File: config.mk
export PLATFORM = sky130hd
export DESIGN_NAME = toy_mem_arbiter_flat
export DESIGN_NICKNAME = d
export VERILOG_FILES = /design/src/rtl/toy_mem_arbiter_pkg.sv /design/src/rtl/toy_mem_arbiter_if.sv /design/src/rtl/toy_mem_arbiter_starve_ctr.sv /design/src/rtl/toy_mem_arbiter.sv /design/src/flat_wrapper.sv
export SDC_FILE = /design/constraint.sdc
export NUM_CORES = 1
export LEC_CHECK = 0
export ABC_AREA = 1
export BUFFER_PORTS_ARGS = -buffer_cell sky130_fd_sc_hd__buf_2
export CORE_ASPECT_RATIO = 0.8
export CORE_MARGIN = 2
export CORE_UTILIZATION = 30
export CTS_BUF_LIST = sky130_fd_sc_hd__clkbuf_8
export CTS_CLUSTER_DIAMETER = 120
export CTS_CLUSTER_SIZE = 40
export DETAILED_ROUTE_END_ITERATION = 7
export SLEW_MARGIN = 10
export SYNTH_ARGS = -nofsm -noshare
export SYNTH_HDL_FRONTEND = slang
export SYNTH_HIERARCHICAL = 1
export SYNTH_SLANG_ARGS = --single-unit
File: constraint.sdc
create_clock -name clk -period 4.1 [get_ports clk]
set_clock_uncertainty 0.05 [all_clocks]
set_input_delay 0.82 -clock clk [delete_from_list [all_inputs] [get_ports clk]]
set_output_delay 0.82 -clock clk [all_outputs]
set_load 0.1 [all_outputs]
File: src/rtl/toy_mem_arbiter_pkg.sv
// Shared types and defaults for the RISC_TOY I/D memory arbiter.
// Holds the read-return tag, DRW encoding and default geometry.
package toy_mem_pkg;

    typedef enum logic [1:0] {
        TAG_NONE = 2'd0,
        TAG_I    = 2'd1,
        TAG_D    = 2'd2
    } tag_e;

    localparam logic DRW_READ  = 1'b0;
    localparam logic DRW_WRITE = 1'b1;

    localparam int DEF_AW          = 10;
    localparam int DEF_BW          = 32;
    localparam int DEF_MAX_DSTREAK = 4;

    // True when the word address lies beyond the 2**aw-entry SRAM.
    function automatic logic addr_oor(input logic [29:0] a, input int aw);
        return |(a >> aw);
    endfunction

endpackage

File: src/rtl/toy_mem_arbiter_if.sv
// Core-side fetch/data request bundle of the memory arbiter.
// master = core, slave = arbiter.
interface toy_mem_arbiter_if #(
    parameter int BW = toy_mem_pkg::DEF_BW
);
    logic          i_req;
    logic [29:0]   i_addr;
    logic          i_gnt;
    logic          i_valid;
    logic [BW-1:0] i_rdata;

    logic          d_req;
    logic          d_rw;
    logic [29:0]   d_addr;
    logic [BW-1:0] d_wdata;
    logic          d_gnt;
    logic          d_valid;
    logic [BW-1:0] d_rdata;

    modport master (
        output i_req, i_addr,
        output d_req, d_rw, d_addr, d_wdata,
        input  i_gnt, i_valid, i_rdata,
        input  d_gnt, d_valid, d_rdata
    );

    modport slave (
        input  i_req, i_addr,
        input  d_req, d_rw, d_addr, d_wdata,
        output i_gnt, i_valid, i_rdata,
        output d_gnt, d_valid, d_rdata
    );
endinterface

File: src/rtl/toy_mem_arbiter_starve_ctr.sv
// Counts back-to-back D grants while fetch waits.
// force_i hands the next slot to I once the streak limit is hit.
module toy_starve_ctr #(
    parameter int MAX_DSTREAK = 4
) (
    input  logic clk,
    input  logic rst,
    input  logic d_gnt,
    input  logic i_req,
    output logic force_i
);
    logic [3:0] streak;
    logic [3:0] streak_nxt;

    always_comb begin
        streak_nxt = '0;
        if (i_req && d_gnt) begin
            streak_nxt = (streak == 4'hF) ? streak : streak + 4'd1;
        end
    end

    always_ff @(posedge clk or posedge rst) begin
        if (rst) begin
            streak <= '0;
        end else begin
            streak <= streak_nxt;
        end
    end

    assign force_i = (streak == 4'(MAX_DSTREAK));

endmodule

File: src/rtl/toy_mem_arbiter.sv
// Single-port SRAM arbiter between RISC_TOY fetch (I) and data (D).
// D has priority; a streak limit guarantees I forward progress.
module toy_mem_arbiter
    import toy_mem_pkg::*;
#(
    parameter int AW          = DEF_AW,
    parameter int BW          = DEF_BW,
    parameter int MAX_DSTREAK = DEF_MAX_DSTREAK
) (
    input  logic          clk,
    input  logic          rst,
    toy_mem_arbiter_if.slave bus,
    output logic          m_csn,
    output logic          m_wen,
    output logic [AW-1:0] m_a,
    output logic [BW-1:0] m_di,
    input  logic [BW-1:0] m_dout,
    output logic          addr_err
);
    logic          force_i;
    logic          d_win;
    logic          i_win;
    logic          i_oor;
    logic          d_oor;
    logic          win_oor;
    logic          oor_q;
    tag_e          tag_q;
    tag_e          tag_d;
    logic [BW-1:0] rd_live;
    logic [BW-1:0] i_hold;
    logic [BW-1:0] d_hold;
    logic          i_valid;
    logic          d_valid;

    assign i_oor = addr_oor(bus.i_addr, AW);
    assign d_oor = addr_oor(bus.d_addr, AW);

    toy_starve_ctr #(
        .MAX_DSTREAK(MAX_DSTREAK)
    ) u_starve (
        .clk    (clk),
        .rst    (rst),
        .d_gnt  (d_win),
        .i_req  (bus.i_req),
        .force_i(force_i)
    );

    always_comb begin
        d_win = 1'b0;
        i_win = 1'b0;
        if (!rst) begin
            if (bus.d_req && !(bus.i_req && force_i)) begin
                d_win = 1'b1;
            end else if (bus.i_req) begin
                i_win = 1'b1;
            end
        end
    end

    // Out-of-range grants keep the macro deselected but still tag reads
    always_comb begin
        m_csn   = 1'b1;
        m_wen   = 1'b1;
        m_a     = '0;
        m_di    = '0;
        win_oor = 1'b0;
        tag_d   = TAG_NONE;
        if (d_win) begin
            m_a     = bus.d_addr[AW-1:0];
            m_csn   = d_oor;
            win_oor = d_oor;
            if (bus.d_rw == DRW_WRITE) begin
                m_wen = 1'b0;
                m_di  = bus.d_wdata;
            end else begin
                tag_d = TAG_D;
            end
        end else if (i_win) begin
            m_a     = bus.i_addr[AW-1:0];
            m_csn   = i_oor;
            win_oor = i_oor;
            tag_d   = TAG_I;
        end
    end

    always_ff @(posedge clk or posedge rst) begin
        if (rst) begin
            tag_q    <= TAG_NONE;
            oor_q    <= 1'b0;
            addr_err <= 1'b0;
            i_hold   <= '0;
            d_hold   <= '0;
        end else begin
            tag_q <= tag_d;
            oor_q <= win_oor;
            if (win_oor) begin
                addr_err <= 1'b1;
            end
            if (i_valid) begin
                i_hold <= rd_live;
            end
            if (d_valid) begin
                d_hold <= rd_live;
            end
        end
    end

    assign rd_live = oor_q ? '0 : m_dout;
    assign i_valid = !rst && (tag_q == TAG_I);
    assign d_valid = !rst && (tag_q == TAG_D);

    assign bus.i_gnt   = i_win;
    assign bus.d_gnt   = d_win;
    assign bus.i_valid = i_valid;
    assign bus.d_valid = d_valid;
    assign bus.i_rdata = i_valid ? rd_live : i_hold;
    assign bus.d_rdata = d_valid ? rd_live : d_hold;

endmodule

File: src/flat_wrapper.sv
// flat-port wrapper written by rule: the top's interface ports become plain ports
module toy_mem_arbiter_flat import toy_mem_pkg::*;
#(
    parameter int AW          = DEF_AW,
    parameter int BW          = DEF_BW,
    parameter int MAX_DSTREAK = DEF_MAX_DSTREAK
)
  (clk, rst, m_csn, m_wen, m_a, m_di, m_dout, addr_err, bus_i_req, bus_i_addr, bus_d_req, bus_d_rw, bus_d_addr, bus_d_wdata, bus_i_gnt, bus_i_valid, bus_i_rdata, bus_d_gnt, bus_d_valid, bus_d_rdata);
  toy_mem_arbiter_if #(.BW(BW)) bus_i ();
  input  logic clk;
  input  logic rst;
  output logic m_csn;
  output logic m_wen;
  output logic [AW-1:0] m_a;
  output logic [BW-1:0] m_di;
  input  logic [BW-1:0] m_dout;
  output logic addr_err;
  input wire logic [$bits(bus_i.i_req)-1:0] bus_i_req;
  input wire logic [$bits(bus_i.i_addr)-1:0] bus_i_addr;
  input wire logic [$bits(bus_i.d_req)-1:0] bus_d_req;
  input wire logic [$bits(bus_i.d_rw)-1:0] bus_d_rw;
  input wire logic [$bits(bus_i.d_addr)-1:0] bus_d_addr;
  input wire logic [$bits(bus_i.d_wdata)-1:0] bus_d_wdata;
  output wire logic [$bits(bus_i.i_gnt)-1:0] bus_i_gnt;
  output wire logic [$bits(bus_i.i_valid)-1:0] bus_i_valid;
  output wire logic [$bits(bus_i.i_rdata)-1:0] bus_i_rdata;
  output wire logic [$bits(bus_i.d_gnt)-1:0] bus_d_gnt;
  output wire logic [$bits(bus_i.d_valid)-1:0] bus_d_valid;
  output wire logic [$bits(bus_i.d_rdata)-1:0] bus_d_rdata;
  assign bus_i.i_req = bus_i_req;
  assign bus_i.i_addr = bus_i_addr;
  assign bus_i.d_req = bus_d_req;
  assign bus_i.d_rw = bus_d_rw;
  assign bus_i.d_addr = bus_d_addr;
  assign bus_i.d_wdata = bus_d_wdata;
  assign bus_i_gnt = bus_i.i_gnt;
  assign bus_i_valid = bus_i.i_valid;
  assign bus_i_rdata = bus_i.i_rdata;
  assign bus_d_gnt = bus_i.d_gnt;
  assign bus_d_valid = bus_i.d_valid;
  assign bus_d_rdata = bus_i.d_rdata;
  toy_mem_arbiter #(.AW(AW), .BW(BW), .MAX_DSTREAK(MAX_DSTREAK)) u_core (.clk(clk), .rst(rst), .bus(bus_i), .m_csn(m_csn), .m_wen(m_wen), .m_a(m_a), .m_di(m_di), .m_dout(m_dout), .addr_err(addr_err));
endmodule
==> metrics list, run 1 <==
- Startpoint-to-endpoint class of the critical path: flop to output port
- Post-CTS timing repair inserted 0 buffers for setup.
- Final hold violations: 0
- Antenna cells: 0
- Max Fanout on Critical Path: 13
- Peak per-stage delay on the critical path: 0.60 ns
- Unrepaired setup endpoints after global routing: no
- Summing over every cut layer, the via total after detailed routing is between 3000 and 4000.
- Number of cells on the worst reg-to-reg path: 11
- The root buffer cell chosen for the clock tree is sky130_fd_sc_hd__clkbuf_8.
- Syn Area/Cell: ~9.5 sq um
- Timing would allow up to 294 MHz.
* Layout cell share with drive strength beyond 1: approximately 54%
* Number of DRC markers in iteration 0: between 100 and 150
- The floorplan step set the die height to 102 um.
* Horizontal die dimension: approximately 130 um
- In the layout the commonest cells are sky130_fd_sc_hd__buf_2, sky130_fd_sc_hd__nor2_1, sky130_fd_sc_hd__dfrtp_1.
* CTS Hold Bufs: 0
- GRT Total Usage: roughly 16%
- Final weighted congestion in routability-driven placement: 0.799
- Crit path DAT: 2.53 ns
- Max-cap violations in this run came to 0.
* Warnings, synthesis: 6
- At the worst endpoint, the required time is around 3.2 ns.
* DRT antenna net count: 0
* Max Root-Sink Buffers: 2
- TritonCTS created 9 clock buffers.
- The clock drives 72 sinks.
- After technology mapping, the gate count stands at 379.
- The synthesized netlist contains 24 unique library cells.
- Total power for the finished layout comes to ~3.2 mW.
- Worst Tran Pin Value: about 0.86 ns
- Final min period: 3.40 ns
- The worst setup path is launched from a flop.
* Yosys reg bits: 72
- HPWL after detailed placement: around 7700 um
* Cells along the critical path: inv_1, ha_1, and3_2, nand2_1, a21oi_2, a22o_2, buf_2
* Summed negative setup slack over all endpoints: 0 ns
- The worst setup path is captured at an output port.
- The initial antenna violation count came to 0.
* Final setup vio count: 0
- 1st-pass router iterations: 4
- The number of nets in the synthesized netlist is just over 500.
- Worst setup slack before clock tree synthesis: between 0.8 and 0.9 ns
- First-pass GRT wire length: approximately 16000 um
* Maximum number of pins on one net before global-route repair: slightly below 70
- TritonCTS clock tree: yes
- The number of global-route vias before repair was around 3400.
* Slowest-stage cell, CP: sky130_fd_sc_hd__a21oi_2
- Number of port buffers: around 240
* Tightest slew margin relative to the limit: a little over two fifths
- Least setup slack across all paths after layout: about 0.70 ns
- After layout, the worst path uses 83.0% of the clock period.
* Routed WL: 10200 um
- between 200 and 250 I/O pins were placed.
- For this run, the post-layout net count is between 700 and 800.
- Total number of placement rows: 35
- Power per standard cell area: 609 nW/um^2
- Summed over all layers, the global routing overflow is 0.
- Routed length per placed instance: roughly 13 um
- R2r setup slk: about 2.2 ns
* Max Slew Vio Count: 0
- Gates resized during post-CTS repair numbered 0.
* Worst-Skew Late Latency: 0.34 ns
- CTS built an H-tree with a depth of 3.
- Maximum resistive drop on vdd: roughly 350 uV
- Cell leakage power: 2.98 nW
- For this run, design rule violations remaining after detail routing come to 0.
- Via-to-Cell Ratio: about 4.4
- After floorplanning, the core was sized to cover roughly 12000 sq um.
- Overall die area: between 10000 and 15000 sq um
* Clock-pin slew of the registers on the worst-case setup and hold paths: 0.07 ns
- Class of the most critical hold timing path: primary input to async pin
- Most common cell after layout, fill and taps aside: sky130_fd_sc_hd__buf_2
* Area growth from synthesis to layout: 43.8%
- The share of the Yosys chip area taken by registers is between 40% and 50%.
- Synthesized cell area: around 3600 sq um
* Starting density of the core: a little under a third
- The flow ran to the end, and the final reports show no timing, DRC or antenna violations.
final cells by class:
cell class,instances,area [sq um]
inverter,43,165
clock inverter,6,60.1
fill,1201,6450
sequential,72,1800
tap,148,185
multi-input combinational,246,1550
timing repair buffer,247,1300
clock buffer,10,138
power by group:
| group | switching [mW] | internal (mW) |
|---|---|---|
| Combinational | 1.44 | 0.286 |
| Sequential | 0.0346 | 0.852 |
| Clock | 0.260 | 0.294 |
metal layers:
metal | up-vias | global-route usage [%] | part of all wire (%)
met5 | - | 0 | 0
met4 | 0 | 3.89 | 0.89
met3 | 10 | 4.66 | 6.1
met2 | 117 | 27.8 | 49
met1 | 1589 | 19.1 | 44
li1 | 1672 | - | -
through the flow:
| stage | util (%) | hold WS [ns] | instance area, sq um | cells |
|---|---|---|---|---|
| 2_1_floorplan | - | 0.464 | 3630 | 379 |
| 3_3_place_gp | 42.9 | 0.411 | 5000 | 756 |
| 3_5_place_dp | 42.9 | 0.417 | 5000 | 756 |
| 4_1_cts | 44.6 | 0.388 | 5190 | 772 |
| 5_1_grt | 44.6 | 0.401 | 5190 | 772 |
| 6_report | 44.6 | 0.409 | 5190 | 772 |
synth_stat cells:
| cell type | number | share of area [%] |
|---|---|---|
| sky130_fd_sc_hd__a21oi_1 | 1 | 0.14 |
| sky130_fd_sc_hd__a21oi_2 | 1 | 0.24 |
| sky130_fd_sc_hd__a22o_1 | 10 | 2.4 |
| sky130_fd_sc_hd__and2_0 | 2 | 0.35 |
| sky130_fd_sc_hd__and3_2 | 1 | 0.21 |
| sky130_fd_sc_hd__buf_2 | 5 | 0.69 |
| sky130_fd_sc_hd__buf_4 | 4 | 0.83 |
| sky130_fd_sc_hd__buf_6 | 3 | 0.94 |
| sky130_fd_sc_hd__clkbuf_1 | 6 | 0.62 |
| sky130_fd_sc_hd__dfrtp_1 | 72 | 50 |
| sky130_fd_sc_hd__ha_1 | 2 | 0.69 |
| sky130_fd_sc_hd__inv_1 | 41 | 4.3 |
| sky130_fd_sc_hd__inv_2 | 2 | 0.21 |
| sky130_fd_sc_hd__mux2_1 | 5 | 1.6 |
| sky130_fd_sc_hd__mux2_2 | 59 | 18 |
| sky130_fd_sc_hd__nand2_1 | 56 | 5.8 |
| sky130_fd_sc_hd__nand2_2 | 1 | 0.17 |
| sky130_fd_sc_hd__nand3_1 | 9 | 1.2 |
| sky130_fd_sc_hd__nand3_2 | 1 | 0.28 |
| sky130_fd_sc_hd__nand4_1 | 1 | 0.17 |
| sky130_fd_sc_hd__nor2_1 | 93 | 9.7 |
| sky130_fd_sc_hd__nor2_4 | 2 | 0.62 |
| sky130_fd_sc_hd__nor3_4 | 1 | 0.45 |
| sky130_fd_sc_hd__o21ai_0 | 1 | 0.14 |
worst max-delay path, delay by kind of cell (launching register included):
family	cells	cell delay, ns
fa+ha+maj	1	0.14
simple gates	2	0.26
flops	1	0.41
buf+inv	2	0.52
compound gates	2	0.87
kinds of logic (layout without fill, tap and decap cells):
| kind of cell | Yosys count | in the layout | share of synthesized area, % |
|---|---|---|---|
| adders and majority gates | 2 | 2 | 0.693 |
| buffers and inverters | 61 | 306 | 7.55 |
| DFF | 72 | 72 | 49.9 |
| AOI/OAI and AO/OA | 13 | 13 | 2.94 |
| muxes | 64 | 64 | 20.0 |
| and+or+nand+nor | 167 | 167 | 19.0 |
flip-flops by register name (all words and copies together), names as in the netlist:
name and flops:
u_core/tag_q 2, u_core/u_starve/streak 4, u_core/d_hold 32, u_core/i_hold 32
u_core/addr_err 1, u_core/oor_q 1
final timing paths:
kind / start / to
worst max-delay path: u_core/u_starve/streak[0] / m_a[1]
worst min-delay path: rst / u_core/u_starve/streak[3]
worst max register to register: u_core/u_starve/streak[0] / u_core/u_starve/streak[2]
worst min register to register: u_core/addr_err / u_core/addr_err
max in group asynchronous: rst / u_core/d_hold[30]
min in group clk: u_core/addr_err / u_core/addr_err
No activity file was read; power rests on OpenSTA's default activity.
==> run 2: changes to the inputs <==
==> constraint.sdc (replaced) <==
create_clock -name clk -period 3.5 [get_ports clk]
set_clock_uncertainty 0.05 [all_clocks]
set_input_delay 0.7 -clock clk [delete_from_list [all_inputs] [get_ports clk]]
set_output_delay 0.7 -clock clk [all_outputs]
set_load 0.1 [all_outputs]
==> run 2 against run 1 <==
Compared with the run above: final area up 11%; critical path depth up 2; largest cell class is now non-clock buffers; worst hold slack worse by 0.13 ns; combinational power up 20%; clock power up 16%; critical endpoint is now m_a[3].
==> metrics list, run 2 (same netlist as run 1, synthesis figures left out) <==
- Chip height: around 100 um
- Total global routing overflow: 0
* R2r setup slk: around 1.7 ns
- DRT antenna net count: 0
* Cell leakage power: around 3.1 nW
- Required time at the worst-slack endpoint: ~2.8 ns
- between 200 and 250 I/O pins were placed.
- Gate family responsible for the most delay along the worst path: buffers and inverters
- The congestion estimate from routability-driven global placement came to ~0.8.
- Largest registers: u_core/d_hold (32), u_core/i_hold (32), u_core/u_starve/streak (4)
* Most used cells in the layout excluding fill and tap cells: sky130_fd_sc_hd__buf_2, sky130_fd_sc_hd__nor2_1, sky130_fd_sc_hd__dfrtp_1
* Peak per-stage delay on the critical path: 0.42 ns
- Worst Setup Start Kind: flop
* Count of H-tree levels built during CTS: 3
- After filler insertion, the fill cell instance count of the layout stands at approximately 1100.
- Worst R2R Start: u_core/u_starve/streak[0]
- The area growth from synthesis to layout is 59.6%.
- For this configuration, the core starts out at a cell density of a little under a third.
* Achievable frequency: 315 MHz
* Horizontal die dimension: 127 um
- First-pass GRT wire length: approximately 16000 um
- In the final design database the tool counted about 750 nets.
* Total number of placement rows: 35
- TritonCTS Buffers: 9
- Maximum number of pins on one net before global-route repair: a little under 70
- For this run, the total global-route usage over all layers was measured as 15.5%.
- Final setup vio count: 0
* Class of the most critical hold timing path: primary input to async pin
- Number of port buffers: approximately 240
- TritonCTS built the clock tree.
- Data on the critical path arrives at its endpoint at 2.43 ns.
- Root Buffer: sky130_fd_sc_hd__clkbuf_8
- The critical path is of the flop to output port type.
* Tightest slew margin relative to the limit: 41.7%
- The critical path goes through inv_1, ha_1, and3_2, nand2_1, nand2_1, nor2_1, buf_4, a22o_4, buf_2.
- Setup repair after global routing left no endpoint under its margin.
- Across the VDD grid, the largest voltage drop is ~310 uV.
- Once the clock tree was built, the setup fixing pass inserted 0 buffers.
- Final hold violations: 0
- Routed WL: 10200 um
- Max-cap violations in this run came to 0.
* Core Box Area: 11600 sq um
- In the routed design, unresolved DRC markers number 0.
- Run status: finished clean
* Final min period: 3.18 ns
* Num Clock Sinks: 72
- Via-to-Cell Ratio: 4.44
* Share of the clock period used by the worst path after layout: about nine tenths
- For this design the ratio of total power to cell area is about 650 nW/um^2.
- Clock-pin slew of the registers on the worst-case setup and hold paths: ~0.070 ns
* Crit path buf inv count: 3
- After detailed routing, the average wire length per cell comes to ~13 um.
- Launching element of the worst setup path: u_core/u_starve/streak[0]
* Via count: around 3400
- Post-CTS Resized: 0
* Layout cell share with drive strength beyond 1: 54.6%
- HPWL after detailed placement: 8160 um
- The number of antenna diodes in the final layout is 0.
- The first routing iteration left 83 violations.
* Initial antenna violation count: 0
- Along the worst path, the maximum fanout reaches 13.
- By instance count, the cell type seen most on the critical path is sky130_fd_sc_hd__nand2_1.
- In this run, post-CTS hold repair placed 0 buffers.
- Overall die area: between 10000 and 15000 sq um
* Final std cell area, no fill: 5770 sq um
* Worst Tran Pin Value: ~0.9 ns
- Type of element capturing the critical path: output port
- In this run the deepest clock path goes through 2 buffers.
- The largest individual stage delay along the critical path comes from the cell sky130_fd_sc_hd__buf_2.
* Most common cell after layout, fill and taps aside: sky130_fd_sc_hd__buf_2
- Max Slew Vio Count: 0
* Placed cell areas: approximately 5600 sq um
* Worst-Skew Late Latency: 0.34 ns
* 1st-pass router iterations: 6
- Via count of the first global-routing pass: about 3400
* Summed negative setup slack over all endpoints: 0 ns
==> run 2: through the flow <==
step           cells  worst slack [ns]  total power, mW  hold slack, ns  utilization [%]
2_1_floorplan    379           0.00971             2.79           0.416                -
3_3_place_gp     758             0.681             3.11           0.409             47.8
3_5_place_dp     758             0.645             3.14           0.421             47.8
4_1_cts          774             0.286             3.80           0.262             49.5
5_1_grt          774             0.137             3.91           0.268             49.5
6_report         774             0.325             3.76           0.279             49.5
==> run 2: final cells by class <==
type / instances / area, sq um / share of cell area, %
multi-input combinational: 246 / 1610 / 27.9
clock inverter: 6 / 60.1 / 1.04
inverter: 43 / 165 / 2.86
clock buffer: 10 / 138 / 2.39
tap: 148 / 185 / 3.21
sequential: 72 / 1800 / 31.2
timing repair buffer: 249 / 1810 / 31.3
==> run 2: layer usage <==
| metal | track usage [%] | wire (um) | up-vias |
|---|---|---|---|
| met5 | 0 | 0 | - |
| met1 | 17.8 | 4190 | 1610 |
| met3 | 5.81 | 830 | 7 |
| li1 | - | - | 1680 |
| met2 | 27.4 | 5120 | 142 |
| met4 | 4.56 | 40 | 0 |
==> run 2: worst paths after layout <==
kind | endpoint | cells past startpoint
setup reg to reg | u_core/addr_err | 9
max in group asynchronous | u_core/i_hold[22] | 3
hold / removal | u_core/u_starve/streak[1] | 2
hold reg to reg | u_core/i_hold[20] | 1
min in group clk | u_core/i_hold[20] | 1
setup / recovery | m_a[3] | 9
==> run 2: power breakdown <==
group	internal, mW	total, mW	leakage (nW)	switching, mW
logic	0.373	2.07	2.11	1.70
clock network	0.345	0.645	0.103	0.301
registers	0.999	1.04	0.909	0.0428
